## src/rtl/alut_age_checker_rsp_if.sv

```systemverilog
// Age-check request/response handshake plus the ALUT memory port dedicated to the age checker.
// The master modport is used by the address checker and memory side; the slave modport is used by the responder.
interface alut_age_checker_rsp_if #(
    parameter int ADDR_W = 8,
    parameter int TIME_W = 32
);
    logic              check_age;
    logic [TIME_W-1:0] last_accessed;
    logic              age_confirmed;
    logic              age_ok;
    logic              add_check_active;
    logic [82:0]       mem_read_data_age;
    logic [ADDR_W-1:0] mem_addr_age;
    logic              mem_write_age;
    logic [82:0]       mem_write_data_age;

    modport master (
        output check_age, last_accessed, add_check_active, mem_read_data_age,
        input  age_confirmed, age_ok, mem_addr_age, mem_write_age, mem_write_data_age
    );

    modport slave (
        input  check_age, last_accessed, add_check_active, mem_read_data_age,
        output age_confirmed, age_ok, mem_addr_age, mem_write_age, mem_write_data_age
    );
endinterface

```

## src/rtl/alut_age_checker_rsp.sv

```systemverilog
// ALUT age-check responder and background aging sweep; ALUT_AGE_WRAP_EN selects modular ages for future timestamps.
// Latency: check_age answered exactly one cycle later; the sweep takes 4-5 cycles per location, plus stall cycles.
// Backpressure: the sweep yields the memory to add_check_active, and its comparator yields to check_age.
module alut_age_checker_rsp #(
    parameter int ADDR_W = 8,
    parameter int TIME_W = 32
) (
    input  logic                   pclk,
    input  logic                   n_p_reset,
    input  logic [1:0]             command,
    input  logic [TIME_W-1:0]      max_age,
    input  logic [TIME_W-1:0]      curr_time,
    alut_age_checker_rsp_if.slave  age_if,
    output logic                   age_sweep_active,
    output logic                   sweep_done,
    output logic [47:0]            lst_inv_addr_cmd,
    output logic [1:0]             lst_inv_port_cmd,
    output logic [ADDR_W:0]        inval_count
);
    typedef enum logic [2:0] {S_IDLE, S_RD, S_WAIT, S_EVAL, S_WR, S_NEXT} state_t;

    localparam logic [ADDR_W-1:0] LAST_PTR  = '1;
    localparam logic [1:0]        CMD_SWEEP = 2'b10;

    // When wrapping is disabled, a timestamp in the future is treated as corrupt and is reported out of date.
    function automatic logic out_of_date(input logic [TIME_W-1:0] entry_time,
                                         input logic [TIME_W-1:0] now,
                                         input logic [TIME_W-1:0] limit);
        logic [TIME_W-1:0] age;
        age = now - entry_time;
`ifdef ALUT_AGE_WRAP_EN
        out_of_date = age > limit;
`else
        out_of_date = (entry_time > now) || (age > limit);
`endif
    endfunction

    state_t            state, nxt_state;
    logic [ADDR_W-1:0] ptr;
    logic [82:0]       rd_data;
    logic              stale;
    logic              wr_fire;

    assign stale   = rd_data[82] & out_of_date(rd_data[81:50], curr_time, max_age);
    assign wr_fire = (state == S_WR) && !age_if.add_check_active;

    always_ff @(posedge pclk) begin
        if (!n_p_reset) begin
            age_if.age_confirmed <= 1'b0;
            age_if.age_ok        <= 1'b0;
        end else begin
            age_if.age_confirmed <= age_if.check_age;
            if (age_if.check_age)
                age_if.age_ok <= !out_of_date(age_if.last_accessed, curr_time, max_age);
        end
    end

    always_ff @(posedge pclk) begin
        if (!n_p_reset) state <= S_IDLE;
        else            state <= nxt_state;
    end

    always_comb begin
        nxt_state = state;
        case (state)
            S_IDLE: if (command == CMD_SWEEP) nxt_state = S_RD;
            S_RD:   if (!age_if.add_check_active) nxt_state = S_WAIT;
            S_WAIT: nxt_state = age_if.add_check_active ? S_RD : S_EVAL;
            // The comparator is shared with the request path, so EVAL holds while a request is being answered.
            S_EVAL: if (!age_if.check_age) nxt_state = stale ? S_WR : S_NEXT;
            S_WR:   nxt_state = age_if.add_check_active ? S_RD : S_NEXT;
            S_NEXT: nxt_state = (ptr == LAST_PTR) ? S_IDLE : S_RD;
            default: nxt_state = S_IDLE;
        endcase
    end

    always_ff @(posedge pclk) begin
        if (!n_p_reset) begin
            ptr              <= '0;
            rd_data          <= '0;
            lst_inv_addr_cmd <= '0;
            lst_inv_port_cmd <= '0;
            inval_count      <= '0;
            sweep_done       <= 1'b0;
        end else begin
            sweep_done <= (state == S_NEXT) && (ptr == LAST_PTR);
            if (state == S_IDLE && command == CMD_SWEEP) begin
                ptr         <= '0;
                inval_count <= '0;
            end
            if (state == S_NEXT && ptr != LAST_PTR)
                ptr <= ptr + 1'b1;
            if (state == S_WAIT && !age_if.add_check_active)
                rd_data <= age_if.mem_read_data_age;
            if (wr_fire) begin
                lst_inv_addr_cmd <= rd_data[47:0];
                lst_inv_port_cmd <= rd_data[49:48];
                inval_count      <= inval_count + 1'b1;
            end
        end
    end

    always_comb begin
        age_sweep_active          = (state != S_IDLE);
        age_if.mem_addr_age       = ptr;
        age_if.mem_write_age      = wr_fire && n_p_reset;
        age_if.mem_write_data_age = age_if.mem_write_age ? {1'b0, rd_data[81:0]} : '0;
    end
endmodule

```

## src/flat_wrapper.sv

```systemverilog
// flat-port wrapper written by rule: the top's interface ports become plain ports
module alut_age_checker_rsp_flat 
#(
    parameter int ADDR_W = 8,
    parameter int TIME_W = 32
)
  (pclk, n_p_reset, command, max_age, curr_time, age_sweep_active, sweep_done, lst_inv_addr_cmd, lst_inv_port_cmd, inval_count, age_if_check_age, age_if_last_accessed, age_if_add_check_active, age_if_mem_read_data_age, age_if_age_confirmed, age_if_age_ok, age_if_mem_addr_age, age_if_mem_write_age, age_if_mem_write_data_age);
  alut_age_checker_rsp_if #(.ADDR_W(ADDR_W), .TIME_W(TIME_W)) age_if_i ();
  input  logic pclk;
  input  logic n_p_reset;
  input  logic [1:0] command;
  input  logic [TIME_W-1:0] max_age;
  input  logic [TIME_W-1:0] curr_time;
  output logic age_sweep_active;
  output logic sweep_done;
  output logic [47:0] lst_inv_addr_cmd;
  output logic [1:0] lst_inv_port_cmd;
  output logic [ADDR_W:0] inval_count;
  input wire logic [$bits(age_if_i.check_age)-1:0] age_if_check_age;
  input wire logic [$bits(age_if_i.last_accessed)-1:0] age_if_last_accessed;
  input wire logic [$bits(age_if_i.add_check_active)-1:0] age_if_add_check_active;
  input wire logic [$bits(age_if_i.mem_read_data_age)-1:0] age_if_mem_read_data_age;
  output wire logic [$bits(age_if_i.age_confirmed)-1:0] age_if_age_confirmed;
  output wire logic [$bits(age_if_i.age_ok)-1:0] age_if_age_ok;
  output wire logic [$bits(age_if_i.mem_addr_age)-1:0] age_if_mem_addr_age;
  output wire logic [$bits(age_if_i.mem_write_age)-1:0] age_if_mem_write_age;
  output wire logic [$bits(age_if_i.mem_write_data_age)-1:0] age_if_mem_write_data_age;
  assign age_if_i.check_age = age_if_check_age;
  assign age_if_i.last_accessed = age_if_last_accessed;
  assign age_if_i.add_check_active = age_if_add_check_active;
  assign age_if_i.mem_read_data_age = age_if_mem_read_data_age;
  assign age_if_age_confirmed = age_if_i.age_confirmed;
  assign age_if_age_ok = age_if_i.age_ok;
  assign age_if_mem_addr_age = age_if_i.mem_addr_age;
  assign age_if_mem_write_age = age_if_i.mem_write_age;
  assign age_if_mem_write_data_age = age_if_i.mem_write_data_age;
  alut_age_checker_rsp #(.ADDR_W(ADDR_W), .TIME_W(TIME_W)) u_core (.pclk(pclk), .n_p_reset(n_p_reset), .command(command), .max_age(max_age), .curr_time(curr_time), .age_if(age_if_i), .age_sweep_active(age_sweep_active), .sweep_done(sweep_done), .lst_inv_addr_cmd(lst_inv_addr_cmd), .lst_inv_port_cmd(lst_inv_port_cmd), .inval_count(inval_count));
endmodule
```

## config.mk

```make
export PLATFORM = sky130hd
export DESIGN_NAME = alut_age_checker_rsp_flat
export DESIGN_NICKNAME = d
export VERILOG_FILES = /design/src/rtl/alut_age_checker_rsp_if.sv /design/src/rtl/alut_age_checker_rsp.sv /design/src/flat_wrapper.sv
export SDC_FILE = /design/constraint.sdc
export NUM_CORES = 1
export LEC_CHECK = 0
export ABC_AREA = 0
export BUFFER_PORTS_ARGS = -buffer_cell sky130_fd_sc_hd__buf_2
export CORE_MARGIN = 8
export CORE_UTILIZATION = 35
export DETAILED_ROUTE_END_ITERATION = 16
export PLACE_DENSITY_LB_ADDON = 0.15
export SLEW_MARGIN = 20
export SYNTH_ARGS = -nofsm -noshare
export SYNTH_HDL_FRONTEND = slang
export SYNTH_SLANG_ARGS = --single-unit
```

## constraint.sdc

```tcl
create_clock -name pclk -period 5.28 [get_ports pclk]
set_input_delay 0.264 -clock pclk [delete_from_list [all_inputs] [get_ports pclk]]
set_output_delay 0.264 -clock pclk [all_outputs]
set_load 0.01 [all_outputs]
```

### Word-level counts from Yosys, hierarchy flattened

Index checks and enable logic that the tools add are counted.

* muxes and demuxes: 13
* bitwise logic cells: 1
* $add $sub $neg: 4
* equal/unequal tests: 11
* magnitude comparators: 4
* reductions and logical operators: 15

Operators with widths (count)
* $gt A32 B32 Y1: 4
* $mux W82: 1
* $sub A32 B32 Y32: 2
* $mux W9: 2
* $pmux W3 S6: 1
* $mux W8: 2
* $mux W3: 4
* $add A9 B1 Y9 const B: 1
* $add A8 B1 Y8 const B: 1
* $eq A8 B8 Y1 const B: 1
* $ne A8 B8 Y1 const B: 1
* $eq A3 B2 Y1 const B: 2
* $eq A3 B3 Y1 const B: 2
* $logic_and A1 B1 Y1: 6
* $ne A2 B2 Y1 const B: 2
* $reduce_bool A2 Y1: 2
* $eq A3 B1 Y1 const B: 1
* $logic_not A3 Y1: 1
* $reduce_and A3 Y1: 1
* $reduce_bool A3 Y1: 1
* $eq A2 B2 Y1 const B: 1
* $logic_not A1 Y1: 2
* $logic_or A1 B1 Y1: 2
* $mux W1: 2
* other kinds (3): 3

* register bits: 156
* output and inout port bits: 155
* input bits: 185

### Longest topological paths before layout

Gate-level depths: netlist of the first run.

* depth after elaboration: 7
* mapped depth: 21
* depth with buffers taken out: 21

### Worst setup path before layout of the first run

No wires, ideal clock.

* path type: in2reg
* start: input curr_time[0]
* end: register u_core.age_if.age_ok
* data arrival time: 3.772 ns
* stages: 21
* library setup time: 0.128 ns
* slack: 1.380 ns
* data required time: 5.152 ns
* cell sequence: inv_1 -> ha_1 -> inv_1 -> fa_1 -> a211oi_1 -> o21a_1 -> or4_4 -> a21boi_4 -> a21oi_2 -> o211ai_2 -> a211o_1 -> o211ai_1 -> ha_1 -> nand4_1 -> or4_1 -> nor2_1 -> o21ai_0 -> a21oi_1 -> nor2_1 -> a32oi_1 -> o31ai_1

* cells in the longest elaborated chain, start to end: 4

Ends and longest elaborated chain
* start, declared: line flat_wrapper.sv:13 `input logic [TIME_W-1:0] curr_time;`
* $sub A32 B32 Y32: line alut_age_checker_rsp.sv:30 `age = now - entry_time;`
* $gt A32 B32 Y1: line alut_age_checker_rsp.sv:34 `out_of_date = (entry_time > now) || (age > limit);`
* $logic_or A1 B1 Y1 (*): line alut_age_checker_rsp.sv:34
* $logic_not A1 Y1 (*): line alut_age_checker_rsp.sv:54 `age_if.age_ok <= !out_of_date(age_if.last_accessed, curr_time, max_age);`
* end signal, assigned: line alut_age_checker_rsp.sv:54
* end, declared: line alut_age_checker_rsp_if.sv:24 `output age_confirmed, age_ok, mem_addr_age, mem_write_age, mem_write_data_age`

Every way passes the cells marked *; elsewhere a longest branch is shown, timed or not.
A chain may end at the register's enable or synchronous reset.

### Worst setup path in the final report of the first run

* start: register u_core.rd_data[50]
* end: register u_core.state[0]

* cells in the longest elaborated chain, start to end: 7

Ends and longest elaborated chain
* start, declared: line alut_age_checker_rsp.sv:40 `logic [82:0] rd_data;`
* start signal, assigned: line alut_age_checker_rsp.sv:94 `rd_data <= age_if.mem_read_data_age;`
* $sub A32 B32 Y32: line alut_age_checker_rsp.sv:30
* $gt A32 B32 Y1: line alut_age_checker_rsp.sv:34
* $logic_or A1 B1 Y1 (*): line alut_age_checker_rsp.sv:34
* $and A1 B1 Y1 (*): line alut_age_checker_rsp.sv:44 `assign stale = rd_data[82] & out_of_date(rd_data[81:50], curr_time, max_age);`
* $mux W1 (*): line alut_age_checker_rsp.sv:70 `S_EVAL: if (!age_if.check_age) nxt_state = stale ? S_WR : S_NEXT;`
* $mux W3 (*): line alut_age_checker_rsp.sv:70
* $pmux W3 S6 (*): line alut_age_checker_rsp.sv:65 `case (state)`
* end signal, assigned: line alut_age_checker_rsp.sv:60 `else state <= nxt_state;`
* end, declared: line alut_age_checker_rsp.sv:38 `state_t state, nxt_state;`

Every way passes the cells marked *; elsewhere a longest branch is shown, timed or not. The select of a mux whose other input is x is not followed.

==> impl_results.md, run 1 <==
- Run status: finished clean
- Switching power: 1.01 mW
- Slowest-stage cell, CP: nor3_1
- DP Worst Slack: 0.739 ns
- Vias in the first global route: 11.0k
- Finish-stage setup viols: 0
- P_int: 2.25 mW
- Post-CTS Hold Buffers: 0
- I/O pin count: 340
- CP max stage delay: 0.58 ns
- Grt ovf: 0
- Top cell type's share of synthesized area: 0.281
- Post-Layout Cell Count: 2143
- GRT busiest layer: met2
- Sequential fraction of the synthesis area: 0.281
- Register bit total from synthesis: 156
- Placed insts: 2108
- Die area: 37700 um^2
- First-pass GRT wire length: 59.7 mm
- Max_slew headroom: 0.327
- Starting Density: 0.354
- Num rows: 65
- DR pass1 iterations: 5
- Post-CTS Setup Inserts: 0
- CP max FO: 4
- Multi-input logic area: 7310 um^2
- Peak supply drop: 190 uV
- Net Count, Synth: 1737
- Largest net degree at the start of global routing: 85
- DR vias/cell: 5.14
- Fillcell total: 3279
- Comb pwr share: 0.249
- Fmax: 232 MHz
- Slew Viols, Final: 0
- Crit-path leading delay family: compound AO/OA/AOI/OAI gates
- Grt met2 use: 0.319
- Clock sinks: 156
- Final nets: 2042
- Clock share of power: 0.383
- Worst path cell trace: ha_1, fa_1, nor2b_1, o21ai_0, a21o_1, a21oi_1, o211ai_1, nand2_1, nor2_1, xnor2_1, ha_1, nand3_1, nor3_1, o21ai_0, o2111ai_1, a21oi_1, o32ai_1, a21oi_1
- Max-cap viol count: 0
- Vias: 11.0k
- Syn-to-layout area delta: 23.8%
- Area leader, netlist: dfxtp_1
- ANT nets after route: 0
- PD cells: 237 nW/um^2
- Detailed Place HPWL: 29.5 mm
- Synth Flop Type: dfxtp_1
- Hold WC Path Type: input port to flop
- RSZ-0062 raised after global routing: false
- Syn_area_per_cell: 7.82 um^2
- Final Skew: 0.0114 ns
- Root buffer cell: clkbuf_16
- Yosys synthesis warning count: 0
- Storage cell area: 3120 um^2
- Ratio of cells with drive above 1 in the final layout: 0.226
- Critical path class: flop to flop
- CTS tree: built
- Switching share of power: 0.310
- Tcrit/Tclk final: 0.817
- Setup TNS: 0 ns
- Worst path most repeated cell: a21oi_1
- CP bufs+invs: 0
- Tmin final: 4.31 ns
- Mapped cell area: 11100 um^2
- Clock slew at reported path FFs: 0.07 ns
- Worst skew pair latency: 0.44 ns
- Gates resized, CTS repair: 0
- Sequential Power Share: 0.368
- PnR worst setup slack: 0.968 ns
- Core Util, Final: 0.438
- Final GP Congestion: 0.887
- WL final: 37.3 mm
- Async S/R FF share, synth: 0
- Max Root-Sink Buffers: 2
- DR DRC count: 0
- DR iter-0 viols: 574
- Core Box Area: 31400 um^2
- H-tree depth: 4
- # port buffers: 338
- GR Util All Layers: 0.194
- WP data required: 5.58 ns
- Slew @ Worst Pin: 1.01 ns
- CP startpoint kind: flop
- Die Y: 194 um
- Gate Count Post-Synth: 1420
- Initial antenna violation count: 7
- Final hold violation count: 0
- Num CTS Buffers: 17
- Post-synth EDFFs: 0
- Met3 GRT Util: 0.0613
- Die X: 194 um
- Crit end category: flop
- Synth cell types: 65
- Synth top area cells: dfxtp_1 28%, ha_1 15%, nand2_1 7.0%
- Wire length per cell: 17.4 um
- WP data arrival: 4.62 ns
- Met1 Use GR: 0.242
- Leak: 7.20 nW
-- routing by layer --
layer	routed length [um]	share of wire
met1	16600	0.45
met2	17200	0.46
met3	2850	0.076
met4	613	0.016
met5	46	0.0012
-- layout make-up --
cell class                 instances  share of cell area
multi-input combinational       1079               0.532
inverter                         125              0.0341
antenna                            4            0.000728
sequential                       156               0.227
tap                              402              0.0366
clock buffer                      17              0.0309
timing repair buffer             346               0.128
clock inverter                    14              0.0116
-- synth_stat cells (2+ instances only) --
cell	number
o2111ai_1	2
and3_1	93
ha_1	130
nand2b_1	10
xor2_1	9
o21a_1	20
a2111oi_0	4
o21bai_1	8
clkbuf_1	58
o211ai_1	7
dfxtp_1	156
a211o_1	3
o31ai_1	6
o41ai_1	3
nand4_1	22
nor4_1	2
mux2i_1	2
xnor2_1	42
o21ai_1	3
a211oi_1	8
a31oi_1	10
nand3b_1	4
nor2_1	53
or3_1	6
or4_1	2
a311o_1	2
o21ai_0	48
o31a_1	2
a2111o_1	3
inv_1	125
a21boi_0	90
and4_1	2
or2_2	4
a21o_1	90
fa_1	2
and2_1	10
a21oi_1	80
a311oi_1	2
nand3_1	32
nand2_1	206
nor2b_1	14
nor3_1	22
-- power groups by stage --
stage / Clock [mW] / Combinational [mW] / Sequential [mW]
global route: 1.34 / 0.918 / 1.20
CTS: 1.29 / 0.809 / 1.20
global placement: 0 / 0.797 / 1.23
floorplan: 0 / 0.564 / 1.22
finish: 1.25 / 0.812 / 1.20
detailed placement: 0 / 0.801 / 1.23
-- cell families (layout without fill, tap and decap cells) --
kind of cell | after synthesis | in the layout | share of synthesized area
buf+inv | 185 | 502 | 0.0630
fa+ha+maj | 132 | 132 | 0.150
simple gates | 487 | 487 | 0.213
other cells | 1 | 5 | 0.000338
mux | 2 | 2 | 0.00180
flops | 156 | 156 | 0.281
compound gates | 406 | 406 | 0.250
xor+xnor | 51 | 51 | 0.0402
-- cells in the final DEF, fill, tap and decap left out, types with 10 or more instances in the layout --
master,instances
nand2_1,206
nor2_1,53
ha_1,130
o21ai_0,48
and3_1,93
nor2b_1,13
nor3_1,21
dfxtp_1,156
xnor2_1,42
buf_2,337
a21o_1,90
a21boi_0,90
a31oi_1,10
clkbuf_16,17
o21a_1,20
and2_1,10
a21oi_1,80
nand2b_1,10
inv_1,125
nand4_1,22
nand3_1,32
-- worst register-to-register path, delay by kind of cell, from the launching register on --
family,cells,cell delay [ns]
xor gates and xnor gates,1,0.13
DFF,1,0.34
and+or+nand+nor,5,0.93
AOI/OAI and AO/OA,9,1.85
adders and majority gates,3,0.92
-- registers in the layout (all words and copies together) (netlist names) --
name	count
u_core.inval_count	9
u_core.rd_data	83
u_core.state	3
u_core.age_if.mem_addr_age	8
u_core.lst_inv_addr_cmd	48
u_core.age_if.age_ok	1
u_core.lst_inv_port_cmd	2
u_core.sweep_done	1
u_core.age_if.age_confirmed	1
-- stage by stage --
step / hold slack [ns] / power [mW] / area [um^2]
6_report: 0.0742 / 3.27 / 13800
3_3_place_gp: 0.427 / 2.03 / 13200
2_1_floorplan: 0.377 / 1.79 / 11100
4_1_cts: 0.0512 / 3.30 / 13700
3_5_place_dp: 0.433 / 2.03 / 13200
5_1_grt: 0.0664 / 3.46 / 13700
-- path summary, 6_finish.rpt --
path	from	end	slack [ns]	depth (start not counted)
worst min register to register	u_core.lst_inv_addr_cmd[34]	u_core.lst_inv_addr_cmd[34]	0.45	1
worst max-delay path	u_core.rd_data[50]	u_core.state[0]	0.97	18
worst min-delay path	age_if_mem_read_data_age[24]	u_core.rd_data[24]	0.07	3
worst max register to register	u_core.rd_data[50]	u_core.state[0]	0.97	18
Note: power is estimated with default switching activity, not from simulation.
==> run 2: changes to the inputs <==
==> constraint.sdc (replaced) <==
create_clock -name pclk -period 4.1 [get_ports pclk]
set_input_delay 0.205 -clock pclk [delete_from_list [all_inputs] [get_ports pclk]]
set_output_delay 0.205 -clock pclk [all_outputs]
set_load 0.01 [all_outputs]
==> run 2 against run 1 <==
Clock power grew 25%. Power rose by 30%. Routed wire length is 1.8% higher. Cell count up 3.6%. Die area did not move. Critical path type is now input port to flop.
==> impl_results.md, run 2 (synthesis results as in run 1) <==
- H-tree depth: 4 (unchanged)
- Min-Delay Startpoint: age_if_mem_read_data_age[24]
- PD cells: 295 nW/um^2 (+24%)
- Hold Path Stages: 3 (unchanged)
- Final hold violation count: 0 (unchanged)
- Syn-to-layout area delta: 30.1%
- Num CTS Buffers: 17 (unchanged)
- First-pass GRT wire length: 59.9 mm (+0.30%)
- Max FFs per register: 83 (unchanged)
- # port buffers: 338 (unchanged)
- Final Skew: 0.00759 ns (-0.00378 ns)
- DR vias/cell: 5.07 (-1.5%)
- CP bufs+invs: 2 (+2)
- Max_slew headroom: 0.331 (+0.00400)
- Sequential Power Share: 0.364 (-0.004)
- Critical path class: input port to flop
- CTS tree: built
- Switching power: 1.28 mW (+27%)
- CP max stage delay: 0.57 ns (about the same)
- Crit-path leading delay family: compound AO/OA/AOI/OAI gates
- Worst path cell trace: buf_2, ha_1, inv_1, fa_2, a211oi_1, o21a_1, or4_4, a21boi_4, a21oi_2, o211ai_2, a211o_1, o211ai_1, ha_1, nand4_1, or4_4, nor2_2, o21ai_0, a21oi_1, nor2_1, a32oi_1, o31ai_1
- R2r endpoint: u_core.state[0]
- Reg with most FFs: u_core.rd_data
- Run status: finished clean
- Fillcell total: 3246 (-1.0%)
- Wire length per cell: 17.1 um (-1.7%)
- Placed cell area: 13800 um^2 (+4.6%)
- I/O pin count: 340 (unchanged)
- Vias: 11.3k (+2.1%)
- Initial antenna violation count: 5 (-2)
- Clock sinks: 156 (unchanged)
- Peak supply drop: 257 uV (+35%)
- Final nets: 2121 (+3.9%)
- Final GP Congestion: 0.912 (+2.8%)
- WP data required: 4.40 ns (-1.18 ns)
- Leak: 7.61 nW (+5.6%)
- Core Box Area: 31400 um^2 (unchanged)
- Worst skew pair latency: 0.42 ns (-0.02 ns)
- CP max FO: 3 (-1)
- Reg-to-Reg Start: u_core.rd_data[50]
- Slew Viols, Final: 0 (unchanged)
- Grt ovf: 0 (unchanged)
- Hold WC Path Type: input port to flop
- Finish-stage setup viols: 0 (unchanged)
- WL final: 38.0 mm (+1.8%)
- Largest net degree at the start of global routing: 100 (+18%)
- Slew @ Worst Pin: 1.00 ns (-0.00600 ns)
- Die area: 37700 um^2 (unchanged)
- R2R depth: 20 (+2)
- Max Root-Sink Buffers: 2 (unchanged)
- WP data arrival: 4.18 ns (-0.44 ns)
- Num rows: 65 (unchanged)
- Tot Pwr: 4.26 mW (+30%)
- Tmin final: 3.88 ns
- DR iter-0 viols: 562 (-2.1%)
- Most frequent cells in the layout: 337 x buf_2, 205 x nand2_1, 156 x dfxtp_1
- Clock slew at reported path FFs: 0.07 ns (about the same)
- Starting Density: 0.354 (unchanged)
- GR Util All Layers: 0.194 (about the same)
- Detailed Place HPWL: 30.0 mm (+1.6%)
- Post-Layout Inst Area: 14400 um^2 (+5.0%)
- Slowest-stage cell, CP: or4_4
- Root buffer cell: clkbuf_16
- Switching share of power: 0.301 (-0.00865)
- Fmax: 258 MHz
- Commonest non-fill, non-tap cell in the layout: buf_2
- Top Registers: u_core.rd_data (83), u_core.lst_inv_addr_cmd (48), u_core.inval_count (9)
- Flop2flop setup slack: 0.23 ns (-0.74 ns)
- CP startpoint kind: input port
- P_int: 2.97 mW (+32%)
- ANT nets after route: 0 (unchanged)
- Tcrit/Tclk final: 0.947
- Hold Path Sink: u_core.rd_data[24]
- Die Y: 194 um (unchanged)
- Die X: 194 um (unchanged)
- Vias in the first global route: 11.4k (+3.0%)
- Crit end category: flop
- Ratio of cells with drive above 1 in the final layout: 0.268 (+0.0421)
- DR pass1 iterations: 5 (unchanged)
- Max-cap viol count: 0 (unchanged)
- Post-CTS Hold Buffers: 0 (unchanged)
- DR DRC count: 0 (unchanged)
- Comb pwr share: 0.269 (+0.020)
- Clock share of power: 0.367 (-0.016)
-- run 2: worst reg2reg max path, stage by stage (launching register included) --
cell,delay [ns]
dfxtp_1,0.34
ha_1,0.22
fa_1,0.39
nor2b_1,0.13
o21ai_0,0.12
a21o_1,0.23
a21oi_2,0.13
buf_4,0.14
o211ai_1,0.08
buf_4,0.16
nand3_1,0.10
buf_4,0.13
a31oi_2,0.09
xnor2_1,0.15
ha_1,0.31
nand4_1,0.14
or3_4,0.38
nor2_4,0.14
and3_4,0.21
o32ai_1,0.08
a21oi_1,0.12
-- run 2: what timing repair did --
action / CTS / global route
setup endpoints to repair: 0 / 2
setup buffers: 0 / 4
hold endpoints to repair: 0 / 0
resized for setup: 0 / 20
-- run 2: layout make-up --
class	instances	area, um^2	share of cell area
multi-input combinational	1079	7390	0.512
inverter	125	469	0.0325
clock inverter	10	118	0.00814
tap	402	503	0.0348
antenna	4	10.0	0.000693
clock buffer	20	447	0.0309
sequential	156	3120	0.216
timing repair buffer	425	2380	0.165
-- run 2: how the worst max path moves through the flow --
stage / end / start / cells past startpoint
5_1_grt: u_core.state[0] / u_core.rd_data[60] / 19
3_5_place_dp: u_core.age_if.age_ok / curr_time[0] / 22
6_report: u_core.age_if.age_ok / age_if_last_accessed[0] / 21
3_3_place_gp: u_core.age_if.age_ok / curr_time[0] / 22
4_1_cts: u_core.state[0] / u_core.rd_data[60] / 18
2_1_floorplan: u_core.age_if.age_ok / curr_time[0] / 21
-- run 2: power by group through the flow --
stage | clock network, mW | logic, mW | registers (mW)
after floorplan | 0 | 0.726 | 1.58
after global placement | 0 | 1.11 | 1.58
after detailed placement | 0 | 1.11 | 1.58
after CTS | 1.60 | 1.12 | 1.55
after global routing | 1.67 | 1.29 | 1.55
final | 1.56 | 1.15 | 1.55
-- run 2: metrics by stage --
stage                     std cells  worst slack, ns  TNS (ns)  utilization  hold slack [ns]
after floorplan                1420            0.259         0            -            0.318
after global placement         2183           -0.115    -0.115        0.438            0.428
after detailed placement       2183           -0.281    -0.281        0.438            0.433
after CTS                      2213            0.117         0        0.456         0.000144
after global routing           2219          -0.0306   -0.0394        0.460          0.00428
final                          2221            0.218         0        0.460           0.0274
-- run 2: per-layer routing --
layer  global-route usage  routed length, um  vias to the layer above
li1                     -                  -                     5759
met1                0.239              17000                     5181
met2                0.326              17900                      278
met3               0.0580               2570                       30
met4               0.0470                550                        4
met5                    0                 26                        -
==> run 3: changes to the inputs <==
--- a/config.mk
+++ b/config.mk
@@ -7,6 +7,7 @@
 export LEC_CHECK = 0
 export ABC_AREA = 0
 export BUFFER_PORTS_ARGS = -buffer_cell sky130_fd_sc_hd__buf_2
+export CORE_ASPECT_RATIO = 0.6
 export CORE_MARGIN = 8
 export CORE_UTILIZATION = 35
 export DETAILED_ROUTE_END_ITERATION = 16
==> constraint.sdc (replaced) <==
create_clock -name pclk -period 3.4 [get_ports pclk]
set_input_delay 0.17 -clock pclk [delete_from_list [all_inputs] [get_ports pclk]]
set_output_delay 0.17 -clock pclk [all_outputs]
set_load 0.01 [all_outputs]
==> run 3 against run 2 <==
Design area is 15% higher. Largest power group unchanged. The run now ends with setup timing left. First-iteration DRC count is 11% higher. Critical endpoint is now u_core.state[0]. Core utilization is 7.3 points higher. Die area is 0.50% higher. Power is 36% higher. Combinational power is 51% higher.
==> impl_results.md, run 3 (synthesis results as in run 1) <==
- ANT nets after route: 0 (unchanged)
- Peak supply drop: 295 uV (+15%)
- DR DRC count: 0 (unchanged)
- Leak: 8.66 nW (+14%)
- Vias: 12.1k (+7.9%)
- Top Registers: u_core.rd_data (83), u_core.lst_inv_addr_cmd (48), u_core.inval_count (9)
- Max Root-Sink Buffers: 2 (unchanged)
- CP Capture Point: u_core.state[0]
- Tcrit/Tclk final: 1.10
- Worst path most repeated cell: a21oi_2
- Num CTS Buffers: 17 (unchanged)
- Tmin final: 3.75 ns
- CP bufs+invs: 1 (-1)
- # port buffers: 338 (unchanged)
- CTS tree: built
- Crit end category: flop
- Final Skew: 0.0108 ns (+0.00318 ns)
- Worst skew pair latency: 0.43 ns (about the same)
- Post-Layout Cell Count: 2443 (+10%)
- CP max FO: 4 (+1)
- Max_slew headroom: 0.302 (-0.0289)
- Clock slew at reported path FFs: 0.07 ns (about the same)
- Final GP Congestion: 0.920 (+0.89%)
- Comb pwr share: 0.302 (+0.033)
- H-tree depth: 4 (unchanged)
- First-pass GRT wire length: 66.8 mm (+12%)
- Root buffer cell: clkbuf_16
- Worst path cell trace: ha_4, fa_2, nor2b_2, o21ai_2, a21o_1, a21oi_2, buf_4, o211ai_1, a31oi_2, a21boi_2, xnor2_2, ha_1, nand4_1, or3_4, o221ai_2, a21oi_2, o32ai_2, a21oi_1
- CP startpoint kind: flop
- Setup TNS: -0.682 ns (-0.682 ns)
- I/O pin count: 340 (unchanged)
- Wire length per cell: 17.4 um (+1.8%)
- R2R depth: 18 (-10%)
- P_int: 4.00 mW (+34%)
- Worst setup startpoint: u_core.rd_data[50]
- WP data arrival: 4.05 ns (-0.13 ns)
- Placed cell area: 14700 um^2 (+6.8%)
- Worst hold slack: 0.0201 ns (-0.00733 ns)
- Finish-stage setup viols: 2 (+2)
- DR vias/cell: 4.97 (-1.9%)
- Fmax: 266 MHz
- Core Box Area: 31200 um^2 (-0.56%)
- WL final: 42.6 mm (+12%)
- Max FFs per register: 83 (unchanged)
- Commonest non-fill, non-tap cell in the layout: buf_2
- DR iter-0 viols: 623 (+11%)
- Violated checks: setup timing
- Switching power: 1.77 mW (+38%)
- Critical path class: flop to flop
- Grt ovf: 0 (unchanged)
- CP max stage delay: 0.43 ns (-0.14 ns)
- Initial antenna violation count: 3 (-2)
- Die Y: 154 um (-21%)
- Slew @ Worst Pin: 1.05 ns (+0.0434 ns)
- Detailed Place HPWL: 33.4 mm (+11%)
- Die area: 37900 um^2 (+0.50%)
- Flop2flop setup slack: -0.35 ns (-0.58 ns)
- Most frequent cells in the layout: 335 x buf_2, 218 x buf_4, 204 x nand2_1
- Clock sinks: 156 (unchanged)
- Hold WC Path Type: input port to flop
- WP data required: 3.70 ns (-0.70 ns)
- Final hold violation count: 0 (unchanged)
- Crit-path leading delay family: compound AO/OA/AOI/OAI gates
- RSZ-0062 raised after global routing: true
- Sequential Power Share: 0.323 (-0.041)
- Crit. path cell count: 18 (-14%)
- PD cells: 347 nW/um^2 (+18%)
- Die X: 246 um (+27%)
- PnR worst setup slack: -0.353 ns (-0.572 ns)
- Tot Pwr: 5.77 mW (+36%)
- R2r endpoint: u_core.state[0]
- GR Util All Layers: 0.217 (+0.0232)
- Post-Layout Inst Area: 16700 um^2 (+15%)
- Num rows: 50 (-23%)
- Max-cap viol count: 0 (unchanged)
- Reg with most FFs: u_core.rd_data
- DP Worst Slack: -1.12 ns (-0.840 ns)
- Slew Viols, Final: 0 (unchanged)
- Syn-to-layout area delta: 49.9%
- Starting Density: 0.356 (+0.00199)
- Placed insts: 2304 (+5.5%)
- Run status: finished with violations
- Clock share of power: 0.375 (+0.008)
- Switching share of power: 0.308 (+0.00634)
- Slowest-stage cell, CP: or3_4
- Reg-to-Reg Start: u_core.rd_data[50]
- DR pass1 iterations: 5 (unchanged)
- Core Util, Final: 0.534 (+0.0734)
- Final nets: 2329 (+9.8%)
- Largest net degree at the start of global routing: 84 (-16%)
- Vias in the first global route: 12.3k (+8.7%)
- Ratio of cells with drive above 1 in the final layout: 0.332 (+0.0635)
-- run 3: cell count changes in the layout (fill, tap and decap cells not counted), moves of 4 or more --
cell           delta
ha_4             +11
buf_4           +133
o21ai_1           +6
dlygate4sd3_1    +74
ha_1             -12
o21ai_0           -7
buf_6             +4
dfxtp_2           +4
dfxtp_1           -4
-- run 3: per-layer routing --
layer  vias to the layer above  share of wire  wire, um  global-route usage
met2                       298           0.45     19300               0.350
met1                      5611           0.47     19900               0.288
met3                        62          0.056      2360              0.0443
met4                         2          0.024      1010              0.0641
met5                         -        0.00019         8                   0
li1                       6173              -         -                   -
-- run 3: worst min-delay path by stage --
stage / from / endpoint / slack (ns) / depth (start not counted)
floorplan: age_if_check_age / u_core.age_if.age_confirmed / 0.28 / 2
finish: age_if_mem_read_data_age[73] / u_core.rd_data[73] / 0.02 / 3
CTS: age_if_mem_read_data_age[73] / u_core.rd_data[73] / 0.0002 / 3
global route: age_if_mem_read_data_age[60] / u_core.rd_data[60] / 0.008 / 3
global placement: age_if_mem_read_data_age[30] / u_core.rd_data[30] / 0.42 / 3
detailed placement: age_if_mem_read_data_age[37] / u_core.rd_data[37] / 0.43 / 3
-- run 3: worst reg2reg max path: cells and delay by family (launching register included) --
family | cells | cell delay (ns)
buf+inv | 1 | 0.16
compound gates | 10 | 1.46
flops | 1 | 0.35
xor+xnor | 1 | 0.15
simple gates | 3 | 0.70
fa+ha+maj | 3 | 0.81
-- run 3: power groups by stage --
| stage | registers, mW | clock network, mW | logic, mW |
|---|---|---|---|
| 5_1_grt | 1.87 | 2.30 | 1.92 |
| 3_3_place_gp | 1.91 | 0 | 1.50 |
| 4_1_cts | 1.87 | 2.22 | 1.69 |
| 3_5_place_dp | 1.91 | 0 | 1.52 |
| 6_report | 1.87 | 2.16 | 1.74 |
| 2_1_floorplan | 1.90 | 0 | 0.893 |
-- run 3: area by class of cell --
class	count	area (um^2)
repair buffers	633	4130
clock buffers	17	425
fillers	3052	14600
flip-flops and latches	156	3130
multi-input cells	1079	7730
diodes	2	5.00
clock inverters	15	226
well taps	416	520
inverters	125	482
-- run 3: repair_timing --
action                                  in CTS  in global routing
endpoints found under the setup margin       2                  2
setup buffers                               25                  7
gates resized for setup                     52                 21
pin swaps                                   47                 38
hold buffers                                73                  1
endpoints found under the hold margin       73                  1
